**src/rtl/hazard_unit_mc.sv**
```systemverilog
// rtl/hazard_unit_mc.sv - hazard/forwarding unit with multi-cycle execute ops, memory wait stalls and stall counter
module hazard_unit_mc #(
    parameter int AW     = 5,
    parameter int MC_LAT = 4,
    parameter int CNT_W  = 16
) (
    input  logic             clk,
    input  logic             reset,
    input  logic [AW-1:0]    Rs1D,
    input  logic [AW-1:0]    Rs2D,
    input  logic [AW-1:0]    Rs1E,
    input  logic [AW-1:0]    Rs2E,
    input  logic [AW-1:0]    RdE,
    input  logic [AW-1:0]    RdM,
    input  logic [AW-1:0]    RdW,
    input  logic             PCSrcE,
    input  logic             LoadE,
    input  logic             RegWriteM,
    input  logic             RegWriteW,
    input  logic             McStartE,
    input  logic             MemReadyM,
    output logic             StallF,
    output logic             StallD,
    output logic             StallE,
    output logic             StallM,
    output logic             FlushD,
    output logic             FlushE,
    output logic             FlushM,
    output logic             FlushW,
    output logic [1:0]       ForwardAE,
    output logic [1:0]       ForwardBE,
    output logic             McBusy,
    output logic [CNT_W-1:0] StallCount
);

    localparam int CW = (MC_LAT > 2) ? $clog2(MC_LAT - 1) : 1;
    localparam logic [CW-1:0] CNT_INIT = CW'((MC_LAT > 1) ? MC_LAT - 2 : 0);
    localparam bit MC_MULTI = (MC_LAT > 1);

    typedef enum logic {IDLE, BUSY} state_t;

    state_t           state_q, state_d;
    logic [CW-1:0]    cnt_q, cnt_d;
    logic             mc_busy_q, mc_busy_d;
    logic [CNT_W-1:0] stall_count_q, stall_count_d;

    logic mem_stall, lw_stall, mc_stall;

    function automatic logic [1:0] fwd_sel(input logic [AW-1:0] rs);
        if (RegWriteM && (RdM != '0) && (RdM == rs))
            return 2'b10;
        else if (RegWriteW && (RdW != '0) && (RdW == rs))
            return 2'b01;
        else
            return 2'b00;
    endfunction

    assign ForwardAE = fwd_sel(Rs1E);
    assign ForwardBE = fwd_sel(Rs2E);

    assign mem_stall = ~MemReadyM;
    assign lw_stall  = LoadE && (RdE != '0) && ((RdE == Rs1D) || (RdE == Rs2D));
    // The start term is gated by reset so an op presented during reset never stalls.
    assign mc_stall  = reset && (((state_q == IDLE) && McStartE && MC_MULTI) ||
                                 ((state_q == BUSY) && (cnt_q != '0)));

    always_comb begin
        StallF = 1'b0;
        StallD = 1'b0;
        StallE = 1'b0;
        StallM = 1'b0;
        FlushD = 1'b0;
        FlushE = 1'b0;
        FlushM = 1'b0;
        FlushW = 1'b0;
        if (mem_stall) begin
            StallF = 1'b1;
            StallD = 1'b1;
            StallE = 1'b1;
            StallM = 1'b1;
            FlushW = 1'b1;
        end else if (mc_stall) begin
            StallF = 1'b1;
            StallD = 1'b1;
            StallE = 1'b1;
            FlushM = 1'b1;
        end else begin
            StallF = lw_stall;
            StallD = lw_stall;
            FlushE = lw_stall | PCSrcE;
            FlushD = PCSrcE;
        end
    end

    always_comb begin
        state_d       = state_q;
        cnt_d         = cnt_q;
        stall_count_d = stall_count_q;
        if (!mem_stall) begin
            case (state_q)
                IDLE: if (McStartE && MC_MULTI) begin
                    state_d = BUSY;
                    cnt_d   = CNT_INIT;
                end
                BUSY: if (cnt_q != '0) cnt_d = cnt_q - CW'(1);
                      else             state_d = IDLE;
                default: state_d = IDLE;
            endcase
        end
        mc_busy_d = (state_d == BUSY);
        if (StallF && (stall_count_q != '1))
            stall_count_d = stall_count_q + CNT_W'(1);
    end

    always_ff @(posedge clk or negedge reset) begin
        if (!reset) begin
            state_q       <= IDLE;
            cnt_q         <= '0;
            mc_busy_q     <= 1'b0;
            stall_count_q <= '0;
        end else begin
            state_q       <= state_d;
            cnt_q         <= cnt_d;
            mc_busy_q     <= mc_busy_d;
            stall_count_q <= stall_count_d;
        end
    end

    assign McBusy     = mc_busy_q;
    assign StallCount = stall_count_q;

endmodule
```
**config.mk**
```make
export PLATFORM = sky130hd
export DESIGN_NAME = hazard_unit_mc
export DESIGN_NICKNAME = d
export VERILOG_FILES = /design/src/rtl/hazard_unit_mc.sv
export SDC_FILE = /design/constraint.sdc
export NUM_CORES = 1
export LEC_CHECK = 0
export CAP_MARGIN = 40
export CORE_ASPECT_RATIO = 1.25
export CORE_MARGIN = 8
export CORE_UTILIZATION = 40
export DETAILED_ROUTE_END_ITERATION = 7
export GPL_ROUTABILITY_DRIVEN = 0
export HOLD_SLACK_MARGIN = 0.08
export PLACE_DENSITY = 0.89
export SLEW_MARGIN = 20
export SYNTH_ARGS = -nofsm -noshare
export SYNTH_HDL_FRONTEND = slang
export SYNTH_SLANG_ARGS = --single-unit
```
**constraint.sdc**
```tcl
create_clock -name clk -period 2.2 [get_ports clk]
set_input_delay 0.22 -clock clk [delete_from_list [all_inputs] [get_ports clk]]
set_output_delay 0.22 -clock clk [all_outputs]
set_load 0.01 [all_outputs]
```
Yosys cells after proc, flatten, opt, wreduce, memory -nomap -nowiden
Index checks and enable logic that the tools add are counted.

Reductions and logical operators: 19. Equality and inequality tests: 9. Bitwise operators: 2. Mux-type cells: 20. Add/subtract/negate cells: 2.

Operators by type and width (count): equality test 5 bit (6); adder 16 x 1 -> 16 bit, second input constant (1); != test 16 bit, second input constant (1); nonzero test 5 bit (3); two-way mux 1 bit (14); logical AND 1 bit (12); two-way mux 2 bit (4); one-hot mux 2 bit (2 select lines) (1); AND reduction 3 bit (1); logical OR 1 bit (2); != test 2 x 1 -> 1 bit, second input constant (1); != test 2 bit, second input constant (1); one-hot mux 1 bit (2 select lines) (1); nonzero test 2 bit (1); subtractor 2 x 1 -> 2 bit, second input constant (1); NOT 1 bit (1); OR 1 bit (1).

Logic and storage cells: 55. Bits of input ports: 43. Flip-flop bits (word level): 19.

Logic depth before layout (Yosys ltp)
Depth after elaboration: 7. Mapped depth: 11. Mapped depth without buffers: 10.

Least setup slack after synthesis
Ideal clock, no wire load.

Path type: register -> register. Start: register cnt_q[0]. End: register stall_count_q[13], in the netlist StallCount[13]. Slack: 287 ps. Period minus slack after synthesis: 1913 ps. Arrival: 1786 ps. Cell stages (with the launch flop): 12. Library setup time: 127 ps. Cell sequence: dfrtp_1 -> inv_1 -> ha_1 -> and2_1 -> nor3_2 -> nor2_2 -> inv_2 -> a21bo_2 -> o31ai_4 -> buf_6 -> nand3_1 -> xnor2_1.

Word-level cells in the longest chain between the ends: 7.

RTL lines: start, declared (line 43) `logic [CW-1:0] cnt_q, cnt_d;`; start signal, assigned (line 123) `cnt_q <= cnt_d;`; nonzero test 2 bit (line 65) `((state_q == BUSY) && (cnt_q != '0)));`; logical AND 1 bit (line 65); logical OR 1 bit (line 64) `assign mc_stall = reset && (((state_q == IDLE) && McStartE && MC_MULTI) ||`; logical AND 1 bit (line 64); two-way mux 1 bit (line 82) `end else if (mc_stall) begin`; two-way mux 1 bit (line 76) `if (mem_stall) begin`; logical AND 1 bit (line 111) `if (StallF && (stall_count_q != '1))`; end signal, assigned (line 125) `stall_count_q <= stall_count_d;`; end, declared (line 45) `logic [CNT_W-1:0] stall_count_q, stall_count_d;`.

Every way passes these cells. A chain may end at the register's enable or synchronous reset.

Worst setup path in the final report
Start: input RdW[3]. End: output ForwardBE[0].

Word-level cells in the longest chain between the ends: 5. Elaborated cells on any way between the ends: 6. Those cells by class: eq/ne: 1; mux: 2; reduce/logical: 3.

RTL lines: start, declared (line 15) `input logic [AW-1:0] RdW,`; nonzero test 5 bit (line 52) `else if (RegWriteW && (RdW != '0) && (RdW == rs))`; logical AND 1 bit (line 52); logical AND 1 bit (*) (line 52); two-way mux 1 bit (*) (line 52); two-way mux 2 bit (*) (line 50) `if (RegWriteM && (RdM != '0) && (RdM == rs))`; end, declared (line 31) `output logic [1:0] ForwardBE,`.

Mark *: on every way between the ends. The rest lies on a longest branch, timed or not.

==> impl_metrics.yaml <==
run_status:
  result_of_the_run: "complete, no violations"
timing:
  post_route_minimum_period_ps: 2130
  finalMaxSlewViolations: 0
  achievable-frequency_ghz: 0.469
  slew_headroom: 0.778
  timing.final.ws_setup_ps: 67.5
  timing_worst_slew_pin_value_ps: 329
  final.period_utilization: 0.969
  maximum_clock_skew_at_final_layout_ps: 0.921
  hold_violations: 0
  setup_viol: 0
worst_setup_path:
  end_kind: "output pin"
  worst-endpoint-arrival_ps: 1910
  critPathSlowestCell: "sky130_fd_sc_hd__or4_1"
  timing.critical_path.slowest_cell_delay_ps: 550
  crit_chain: "clkdlybuf4s50_1 > or4_1 > o21ai_0 > or4_1 > nor4_2 > buf_2"
  required_ps: 1980
  worst_setup_path_start_kind: "input pin"
  cp_num_buf_inv: 2
  worstRegToRegCells: 10
  timing.reg2reg.setup_slack_ps: 220
  critPathKind: "in -> out"
  critPathMaxFanout: 2
  worst_path_most_repeated_cell: "sky130_fd_sc_hd__or4_1"
  cp_top_family: "simple AND/OR/NAND/NOR gates"
  crit-reg2reg-capture: "StallCount[1]$_DFFE_PN0P_"
  timing.rr.start: "cnt_q[0]$_DFFE_PN0P_"
floorplan:
  placement_rows: 24
  chipHeight_microns: 82.4
  start_util: 0.412
  ioPinCount: 72
  floorplan.core_area_sq_um: 3420
  chipWidth_microns: 69.1
  design.die.area_sq_um: 5690
clock_tree:
  root_buffer_master: "sky130_fd_sc_hd__clkbuf_8"
  clk_latency_ps: 250
  path_clk_slew_ps: 70
  tritoncts_clock_tree: "done"
  cts_made_buffers: 3
  clock_path_buffers: 2
  clock_sink_count: 19
  cts_htree_levels: 1
synth:
  synth_seq_cells: 19
  synth.top_cell.area_share: 0.337
  post_synth_cell_types: 40
  synthFlopType: "sky130_fd_sc_hd__dfrtp_1"
  number_of_synthesized_flops_with_an_enable_pin: 0
  synth_area_leader_cell: "sky130_fd_sc_hd__dfrtp_1"
  post_synth.cell_area_avg_sq_um: 9.58
  yosys-top-cells-area: "sky130_fd_sc_hd__dfrtp_1, sky130_fd_sc_hd__xor2_1, sky130_fd_sc_hd__xnor2_1"
  synth_common_cells: "sky130_fd_sc_hd__xor2_1, sky130_fd_sc_hd__dfrtp_1, sky130_fd_sc_hd__xnor2_1, sky130_fd_sc_hd__nand3_1, sky130_fd_sc_hd__inv_1"
  syn-cell-area_sq_um: 1410
  yosys.cell_count.top_type: "sky130_fd_sc_hd__xor2_1"
  netlist_instances: 147
  synth.yosys.warnings: 0
  synth_fp_nets: 192
  synth-seq-area-share: 0.337
  synth_async_sr_flop_share: 1.00
cells_and_area:
  final_util: 0.714
  multiInputGateArea_sq_um: 935
  number_of_nets_in_the_finished_design: 291
  regArea_sq_um: 475
  antenna_cells_inserted: 0
  final-instance-count-excl-fill: 284
  area.growth.synth_to_final_pct: 73.4
  drive_gt1_frac: 0.216
  layout_filler_cell_count: 270
global_route:
  first_global_vias: 1588
  grt_pass1_wl_microns: 6890
  number_of_antenna_violations_at_the_first_check_in_global_routing: 0
  maximum_number_of_pins_on_one_net_before_global_route_repair: 20
  grt.overflow.total: 0
  grtUsageTotal: 0.142
drt:
  vias: 1451
  detail_route.wl_per_cell_microns: 15.0
  route.met3.wl_microns: 437
  detail-route-antenna-nets: 0
  routed-wl-met2_microns: 2110
  drc_errors: 0
  route.final.wire_length_microns: 4250
  maxUsedRoutingLayer: "met4"
  wl_met1_microns: 1570
  viasPerCell: 5.11
  dr.pass1.iters: 4
  initialDrtViolationCount: 53
placement:
  pre_cts_setup_slack_ps: -489
  port_buffers: 71
  numPlacedInstances: 277
  dp_hpwl_microns: 3460
min_path:
  hold_class: "in -> async"
power:
  p_leak_nw: 1.06
  ratio_of_total_power_to_cell_area_nw_per_um2: 640
  vdd.ir_drop.worst_mv: 0.501
job:
  timing.max_cap.violations: 0
[layout make-up]
cell class | count | share of cell area
Sequential cell | 19 | 0.195
Multi-Input combinational cell | 117 | 0.382
Timing Repair Buffer | 97 | 0.372
Inverter | 8 | 0.0123
Clock inverter | 1 | 0.00205
Tap cell | 39 | 0.0200
Clock buffer | 3 | 0.0169
[worst max path at each step]
stage / slack, ps / from / cells after the start / endpoint
2_1_floorplan: 290 / cnt_q[0]$_DFFE_PN0P_ / 11 / StallCount[13]$_DFFE_PN0P_
3_3_place_gp: -450 / RdM[2] / 6 / ForwardBE[0]
3_5_place_dp: -490 / RdM[1] / 6 / ForwardBE[0]
4_1_cts: -50 / RdM[1] / 6 / ForwardBE[0]
5_1_grt: -20 / RdE[3] / 7 / FlushE
6_report: 70 / RdW[3] / 6 / ForwardBE[0]
[cells in the final DEF (no fill, tap or decap), drive strengths merged, types with 3 or more instances in the layout]
cell type,n
xnor2,17
dfrtp,19
nand3,12
dlymetal6s2s,6
buf,28
clkbuf,3
nor2,6
and3,4
inv,7
nand4,3
or4,5
xor2,25
a21oi,5
nor4,5
dlygate4sd2,5
nand2,5
o21ai,6
clkdlybuf4s50,57
nor3,4
[worst register-to-register path, stage by stage, from the launching register on]
cell                      delay (ps)
sky130_fd_sc_hd__dfrtp_1         370
sky130_fd_sc_hd__inv_1            60
sky130_fd_sc_hd__ha_2            210
sky130_fd_sc_hd__and2_1          180
sky130_fd_sc_hd__nor3_2          120
sky130_fd_sc_hd__nor2_2           60
sky130_fd_sc_hd__inv_2            60
sky130_fd_sc_hd__a21bo_2         240
sky130_fd_sc_hd__o31ai_4          60
sky130_fd_sc_hd__buf_4           190
sky130_fd_sc_hd__mux2_1          320
[report_power, final]
group	switching (mW)	internal, mW	leakage [nW]	total (mW)
clock network	0.111	0.126	0.0255	0.236
registers	0.112	0.443	0.244	0.555
logic	0.329	0.445	0.795	0.774
[flip-flops by register name (all words and copies together), names as in the netlist]
register,flops
cnt_q,2
McBusy,1
StallCount,16
[what timing repair did]
action,4_1_cts,5_1_grt
resized for setup,20,16
pin swaps,2,4
setup endpoints to repair,9,8
setup buffers,2,1
hold buffers,0,0
[stage by stage]
step | power, mW | cell area [sq um] | TNS (ps) | hold WS (ps)
6_report | 1.56 | 2440 | 0 | 397
5_1_grt | 1.67 | 2440 | -30.9 | 426
4_1_cts | 1.57 | 2380 | -52.9 | 411
3_5_place_dp | 1.31 | 2310 | -1840 | 496
3_3_place_gp | 1.29 | 2310 | -1650 | 485
2_1_floorplan | 0.906 | 1410 | 0 | -75.6
[cells by family (layout without fill, tap and decap cells)]
kind of cell    after synthesis  after routing  synth area share
mux                           2              2            0.0160
simple gates                 51             51             0.220
compound gates               20             20             0.107
fa+ha+maj                     2              2            0.0178
xor+xnor                     42             42             0.261
buf+inv                      11            109            0.0400
flops                        19             19             0.337
[layer usage]
metal  vias up  global-route usage
met5         -                   0
met4         0              0.0493
met3        12              0.0669
met2        64               0.259
met1       663               0.142
li1        712                   -
Power figures use the tool's default switching activity.
